File: src/rtl/gat_pkg.sv
// Shared GAT package: writer FSM states and default weight-buffer geometry.
package gat_pkg;

    localparam int GAT_DATA_WIDTH = 8;
    localparam int GAT_WGT_DEPTH  = 16 * 1433;

    typedef enum logic [1:0] {
        IDLE = 2'd0,
        LOAD = 2'd1,
        DONE = 2'd2
    } wbw_state_e;

endpackage : gat_pkg

File: src/rtl/wgt_bram_writer.sv
// Streams DEPTH weight elements into BRAM port A at sequential addresses.
// Define WGT_BRAM_WRITER_CHECKSUM_EN to add a 16-bit running sum output.
module wgt_bram_writer
    import gat_pkg::*;
#(
    parameter  int DATA_WIDTH = GAT_DATA_WIDTH,
    parameter  int DEPTH      = GAT_WGT_DEPTH,
    localparam int ADDR_W     = $clog2(DEPTH)
) (
    input  logic                  clk,
    input  logic                  rst_n,
    input  logic                  start_i,
    input  logic [DATA_WIDTH-1:0] s_data_i,
    input  logic                  s_vld_i,
    output logic                  s_rdy_o,
    output logic                  wgt_bram_ena,
    output logic                  wgt_bram_wea,
    output logic [ADDR_W-1:0]     wgt_bram_addra,
    output logic [DATA_WIDTH-1:0] wgt_bram_dina,
    output logic                  wgt_bram_load_done,
    output logic                  busy_o
`ifdef WGT_BRAM_WRITER_CHECKSUM_EN
    ,
    output logic [15:0]           checksum_o
`endif
);

    wbw_state_e            state_q, state_d;
    logic [ADDR_W-1:0]     ptr_q, ptr_d;
    logic                  wr_vld_q, wr_vld_d;
    logic                  wr_last_q, wr_last_d;
    logic [ADDR_W-1:0]     wr_addr_q, wr_addr_d;
    logic [DATA_WIDTH-1:0] wr_data_q, wr_data_d;
    logic                  done_q, done_d;
    logic                  xfer;
    logic                  last_beat;

    assign s_rdy_o   = (state_q == LOAD);
    assign busy_o    = (state_q == LOAD);
    // A restart pulse discards any beat presented in the same cycle.
    assign xfer      = s_vld_i && s_rdy_o && !start_i;
    assign last_beat = (ptr_q == ADDR_W'(DEPTH - 1));

    always_comb begin
        // NOTE: every variable gets a default first, so no branch can infer a latch.
        state_d   = state_q;
        ptr_d     = ptr_q;
        wr_vld_d  = 1'b0;
        wr_last_d = 1'b0;
        wr_addr_d = '0;
        wr_data_d = '0;
        done_d    = done_q;

        if (wr_vld_q && wr_last_q) done_d = 1'b1;
        if (start_i)               done_d = 1'b0;

        case (state_q)
            IDLE, DONE: begin
                if (start_i) begin
                    state_d = LOAD;
                    ptr_d   = '0;
                end
            end
            LOAD: begin
                if (start_i) begin
                    ptr_d = '0;
                end else if (xfer) begin
                    wr_vld_d  = 1'b1;
                    wr_last_d = last_beat;
                    wr_addr_d = ptr_q;
                    wr_data_d = s_data_i;
                    if (last_beat) begin
                        state_d = DONE;
                        ptr_d   = '0;
                    end else begin
                        ptr_d = ptr_q + ADDR_W'(1);
                    end
                end
            end
            default: state_d = IDLE;
        endcase
    end

    // NOTE: sequential state uses non-blocking assignments so all registers sample pre-edge values.
    always_ff @(posedge clk or negedge rst_n) begin
        if (!rst_n) begin
            state_q   <= IDLE;
            ptr_q     <= '0;
            wr_vld_q  <= 1'b0;
            wr_last_q <= 1'b0;
            wr_addr_q <= '0;
            wr_data_q <= '0;
            done_q    <= 1'b0;
        end else begin
            state_q   <= state_d;
            ptr_q     <= ptr_d;
            wr_vld_q  <= wr_vld_d;
            wr_last_q <= wr_last_d;
            wr_addr_q <= wr_addr_d;
            wr_data_q <= wr_data_d;
            done_q    <= done_d;
        end
    end

    // Address and data registers are zeroed on idle cycles, so the port reads 0 when not writing.
    assign wgt_bram_ena       = wr_vld_q;
    assign wgt_bram_wea       = wr_vld_q;
    assign wgt_bram_addra     = wr_addr_q;
    assign wgt_bram_dina      = wr_data_q;
    assign wgt_bram_load_done = done_q;

`ifdef WGT_BRAM_WRITER_CHECKSUM_EN
    logic [15:0] sum_q, sum_d;

    always_comb begin
        sum_d = sum_q;
        if (wr_vld_q) sum_d = sum_q + 16'(wr_data_q);
        if (start_i)  sum_d = '0;
    end

    always_ff @(posedge clk or negedge rst_n) begin
        if (!rst_n) sum_q <= '0;
        else        sum_q <= sum_d;
    end

    assign checksum_o = sum_q;
`endif

endmodule : wgt_bram_writer

File: config.mk
export PLATFORM = sky130hd
export DESIGN_NAME = wgt_bram_writer
export DESIGN_NICKNAME = d
export VERILOG_FILES = /design/src/rtl/gat_pkg.sv /design/src/rtl/wgt_bram_writer.sv
export SDC_FILE = /design/constraint.sdc
export NUM_CORES = 1
export LEC_CHECK = 0
export CAP_MARGIN = 40
export CORE_ASPECT_RATIO = 0.9
export CORE_UTILIZATION = 49
export DETAILED_ROUTE_END_ITERATION = 10
export PLACE_DENSITY = 0.78
export SETUP_SLACK_MARGIN = 0.15
export SLEW_MARGIN = 10
export SYNTH_ARGS = -nofsm -noshare
export SYNTH_HDL_FRONTEND = slang
export SYNTH_SLANG_ARGS = --single-unit
File: constraint.sdc
create_clock -name clk -period 2 [get_ports clk]
set_input_delay 0.4 -clock clk [delete_from_list [all_inputs] [get_ports clk]]
set_output_delay 0.4 -clock clk [all_outputs]
set_load 0.005 [all_outputs]
==> results_dict.tcl, run 1 <==
set metrics [dict create \
    hold_buffers 0 \
    peakVddDrop_mv 0.406 \
    finalMaxSlewViolations 0 \
    vias 1457 \
    tightest_slew_ns 0.495 \
    min_period_over_period 0.921 \
    first_global_vias 1363 \
    place_area_mm2 0.00228 \
    syn2layout_area_growth_pct 36.5 \
    grtUsageTotal 0.231 \
    grt_pass1_wl_um 6540 \
    ys_seq_elements 43 \
    endpoint_kind "output pin" \
    start_util 0.518 \
    cts_buffers 5 \
    core-area_mm2 0.00343 \
    synth_area_leaders "dfrtp_1, and3_1, a21oi_1" \
    avgRoutedWirePerCell_um 15.8 \
    hold_viol 0 \
    antenna_found_initial 0 \
    gp_congestion 0.861 \
    met2_length_um 1950 \
    p_leak_nw 1.13 \
    dr.first_iter.drc_count 48 \
    synth_cell_types 31 \
    clockBufferDepth 2 \
    yosysSeqAreaShare 0.606 \
    final_util 0.707 \
    crit_fanout 5 \
    cts_tree "built" \
    hold_path_class "primary input to async pin" \
    cts_root_buf "clkbuf_8" \
    dieArea_mm2 0.00387 \
    highest_layer "met4" \
    cts_max_level 2 \
    num-nets-final 228 \
    yosys_warnings 0 \
    synth_common_cells "dfrtp_1, and3_1, nand2_1, a21oi_1" \
    fp-row-count 20 \
    synth_flop_cell "dfrtp_1" \
    syn_nets 172 \
    run_status "finished, final reports clean" \
    io_pins 40 \
    firstDrtPassIters 4 \
    synthCells 159 \
    arrival_ns 1.44 \
    wl_met3_um 277 \
    yosysMostFrequentCell "dfrtp_1" \
    p_per_area_mw_per_mm2 681 \
    period_minus_slack_ns 1.84 \
    drcViolationCount 0 \
    clk_pin_slew_ns 0.07 \
    grt_max_degree 24 \
    path_class "flip-flop to output pin" \
    slew_headroom 0.670 \
    antenna_cells 0 \
    fp.dieH_um 59.1 \
    nFillCells 235 \
    synth_area_leader_cell "dfrtp_1" \
    max_freq_mhz 543 \
    vias_per_cell 5.63 \
    grt_overflow 0 \
    port_buffers 39 \
    cts_sinks 43 \
    setup_violations 0 \
    ys_async_sr_fraction 1.00 \
    synth-edff-count 0 \
    drv_cap 0 \
    die_x_um 65.5 \
    syn_area_mm2 0.00178 \
    wl_met1_um 1820 \
    seq_area_mm2 0.00108 \
    cp-start-kind "flip-flop" \
    critPathRequiredTime_ns 1.60 \
    layout-drive-gt1-share 0.158 \
    final_area_mm2 0.00242 \
    fin_tns_setup_ns 0 \
    drtAntennaViolNets 0 \
    hpwl_um 2760 \
    drt-total-wl_um 4080 \
    clk_latency_ns 0.29 \
    synth_top_area_frac 0.606 \
    syn_area_per_cell_um2 11.2 \
    fin_skew_ns 0.00450 \
    multiInputGateArea_um2 667 \
    rsz0062_at_grt "no" \
]
-- sequential cells by signal (all words and copies together), names as in the netlist --
signal              flops
wgt_bram_load_done      1
state_q                 2
ptr_q                  15
wgt_bram_ena            1
wgt_bram_dina           8
wgt_bram_addra         15
wr_last_q               1
-- per-stage QoR --
step	power [mW]	std cells	hold WS, ns	setup WS (ns)
detailed placement	1.12	247	0.388	-0.0467
finish	1.65	259	0.0662	0.158
CTS	1.66	254	0.0732	0.154
global route	1.73	259	0.0970	0.127
global placement	1.11	247	0.376	0.0205
floorplan	1.00	159	0.104	0.314
-- area by class of cell --
| class | count | area share |
|---|---|---|
| sequential | 43 | 0.445 |
| inverter | 5 | 0.00774 |
| clock buffer | 6 | 0.0341 |
| timing repair buffer | 55 | 0.214 |
| tap | 44 | 0.0227 |
| multi-input combinational | 105 | 0.275 |
| clock inverter | 1 | 0.00206 |
-- kinds of logic after synthesis --
group           share of synthesized area
fa+ha+maj                         0.00704
xor+xnor                          0.00493
flops                               0.606
compound gates                      0.100
simple gates                        0.255
buf+inv                            0.0275
-- layer usage --
metal	vias to the layer above	GRT usage
li1	694	-
met1	710	0.309
met2	50	0.368
met3	3	0.0712
met4	0	0.0652
met5	-	0
-- power by group --
group,internal (mW),leakage [nW],switching [mW]
clock network,0.271,0.0470,0.269
registers,0.899,0.586,0.0296
logic,0.0938,0.495,0.0903
-- timing repair --
| action | 4_1_cts | 5_1_grt |
|---|---|---|
| buffers inserted | 0 | 5 |
| resized for setup | 2 | 3 |
| pin swaps | 0 | 1 |
| setup endpoints to repair | 4 | 5 |
-- placed cells by master (no fill, tap or decap), types with 2 or more instances in the layout --
cell type	synthesis	final
or3_1	4	4
nand2_1	13	13
nor2_1	7	6
buf_4	2	15
o31ai_1	5	5
and3_1	20	20
dfrtp_2	0	2
nand4_1	3	3
nand3b_1	2	2
nand3_1	7	6
o22ai_1	2	2
and3_2	2	2
a21oi_1	12	12
dfrtp_1	43	41
o21ai_0	7	7
clkbuf_8	0	6
inv_1	5	5
or4_1	4	4
a31oi_1	4	4
clkdlybuf4s50_1	0	38
-- critical path, cell delays in order (launching register included) --
cell and delay [ns]:
dfrtp_1 0.40, inv_1 0.12, nor2_2 0.12, clkdlybuf4s50_1 0.51
-- final timing paths --
kind	cells after the start	to	start	slack (ns)
min	1	wgt_bram_dina[0]$_DFF_PN0_	rst_n	0.07
min in group clk	2	wgt_bram_load_done$_DFFE_PN0P_	wr_last_q$_DFF_PN0_	0.49
min reg2reg	2	wgt_bram_load_done$_DFFE_PN0P_	wr_last_q$_DFF_PN0_	0.49
max in group asynchronous	2	ptr_q[1]$_DFFE_PN0P_	rst_n	1.44
max	3	s_rdy_o	state_q[0]$_DFFE_PN0P_	0.16
max reg2reg	5	state_q[1]$_DFFE_PN0P_	ptr_q[1]$_DFFE_PN0P_	0.23
(Power assumes the default switching activity.)
==> run 2, diff against run 1 <==
--- a/config.mk
+++ b/config.mk
@@ -11,6 +11,7 @@
 export DETAILED_ROUTE_END_ITERATION = 10
 export PLACE_DENSITY = 0.78
 export SETUP_SLACK_MARGIN = 0.15
+export SKIP_CTS_REPAIR_TIMING = 1
 export SLEW_MARGIN = 10
 export SYNTH_ARGS = -nofsm -noshare
 export SYNTH_HDL_FRONTEND = slang
==> run 2 against run 1 <==
  * Sequential cell count is the same
  * Design area up 0.21%
  * Via count up 1.3%
  * Worst hold slack lost 0.00083 ns
  * First-iteration DRC count grew 58%
==> results_dict.tcl, run 2 (synthesis gave the netlist of run 1 again) <==
set metrics [dict create \
    firstDrtPassIters 4 \
    place_ws_ns -0.0467 \
    slew_headroom 0.668 \
    drt-total-wl_um 4090 \
    clk_latency_ns 0.29 \
    power_switching_share 0.238 \
    place_inst 247 \
    p_int_mw 1.27 \
    arrival_ns 1.43 \
    fp-row-count 20 \
    period_minus_slack_ns 1.83 \
    fp.dieH_um 59.1 \
    dieArea_mm2 0.00387 \
    syn2layout_area_growth_pct 36.8 \
    seq_power_share 0.556 \
    drcViolationCount 0 \
    vias 1476 \
    cts_max_level 2 \
    antenna_found_initial 0 \
    p_leak_nw 1.14 \
    fin_tns_setup_ns 0 \
    max_freq_mhz 547 \
    power_frac_clock 0.327 \
    grt_pass1_wl_um 6530 \
    path_class "flip-flop to output pin" \
    port_buffers 39 \
    global_route.usage.met3 0.0712 \
    cts_sinks 43 \
    die_x_um 65.5 \
    core-area_mm2 0.00343 \
    first_global_vias 1355 \
    endpoint_kind "output pin" \
    grtUsageTotal 0.231 \
    rsz0062_at_grt "yes" \
    grt_max_degree 24 \
    grt_overflow 0 \
    run_status "finished, final reports clean" \
    avgRoutedWirePerCell_um 15.7 \
    peakVddDrop_mv 0.426 \
    vias_per_cell 5.66 \
    start_util 0.518 \
    cp-start-kind "flip-flop" \
    rrSetupSlack_ns 0.25 \
    hold_path_class "primary input to async pin" \
    dr.first_iter.drc_count 76 \
    drv_cap 0 \
    instances_no_fill 261 \
    grt_use_met1 0.310 \
    total_power_mw 1.67 \
    mostFrequentLayoutCell "dfrtp_1" \
    hpwl_um 2760 \
    io_pins 40 \
    clockBufferDepth 2 \
    switching_power_uw 396 \
    finalMaxSlewViolations 0 \
    cts_root_buf "clkbuf_8" \
    tightest_slew_ns 0.497 \
    cts_buffers 5 \
    clk_pin_slew_ns 0.07 \
    drtAntennaViolNets 0 \
    comb_power_share 0.117 \
    final_cell_mix "dfrtp_1, clkdlybuf4s50_1, and3_1, buf_4, nand2_1" \
    nFillCells 235 \
    gr-usage-met2 0.365 \
    critPathRequiredTime_ns 1.60 \
    p_per_area_mw_per_mm2 685 \
    final.setup.worst_slack_ns 0.170 \
    num-nets-final 230 \
    whs_ns 0.0653 \
    hold_viol 0 \
    antenna_cells 0 \
    min_period_over_period 0.915 \
    fin_skew_ns 0.00313 \
    setup_violations 0 \
    cts_tree "built" \
    crit_fanout 5 \
    layout-drive-gt1-share 0.157 \
    gp_congestion 0.861 \
    gr-max-usage-layer "met2" \
]
==> run 2: area by class of cell <==
cell class	instances	area, µm²	area share
flip-flops and latches	43	1080	0.443
multi-input cells	105	659	0.271
repair buffers	57	533	0.219
clock buffers	6	82.6	0.0340
well taps	44	55.1	0.0227
inverters	5	18.8	0.00772
clock inverters	1	5.00	0.00206
==> run 2: critical path, cell delays in order, from the launching register on <==
cell and delay [ns]:
dfrtp_1 0.39, inv_1 0.11, nor2_2 0.12, clkdlybuf4s50_1 0.51
==> run 2: metrics by stage <==
stage          area [µm²]   util
2_1_floorplan        1780      -
3_3_place_gp         2280  0.666
3_5_place_dp         2280  0.666
4_1_cts              2370  0.691
5_1_grt              2430  0.709
6_report             2430  0.709
==> run 2: per-layer routing <==
layer / vias up / routed length, µm
met5: - / 0
met4: 0 / 58
met3: 5 / 232
met2: 47 / 1950
met1: 729 / 1840
li1: 695 / -
==> run 2: path summary, 6_finish.rpt <==
kind / from / to / depth (start not counted)
setup / recovery: state_q[0]$_DFFE_PN0P_ / s_rdy_o / 3
hold / removal: rst_n / wgt_bram_dina[0]$_DFF_PN0_ / 1
setup reg to reg: ptr_q[1]$_DFFE_PN0P_ / ptr_q[14]$_DFFE_PN0P_ / 5
hold reg to reg: wr_last_q$_DFF_PN0_ / wgt_bram_load_done$_DFFE_PN0P_ / 2
max in group asynchronous: rst_n / ptr_q[6]$_DFFE_PN0P_ / 2
min in group clk: wr_last_q$_DFF_PN0_ / wgt_bram_load_done$_DFFE_PN0P_ / 2
==> run 2: power groups by stage <==
stage                     clock network (mW)  logic, mW  registers (mW)
after floorplan                            0     0.0672           0.936
after global placement                     0      0.173           0.938
after detailed placement                   0      0.179           0.942
after CTS                              0.554      0.180           0.925
after global routing                   0.591      0.215           0.929
final                                  0.544      0.195           0.926
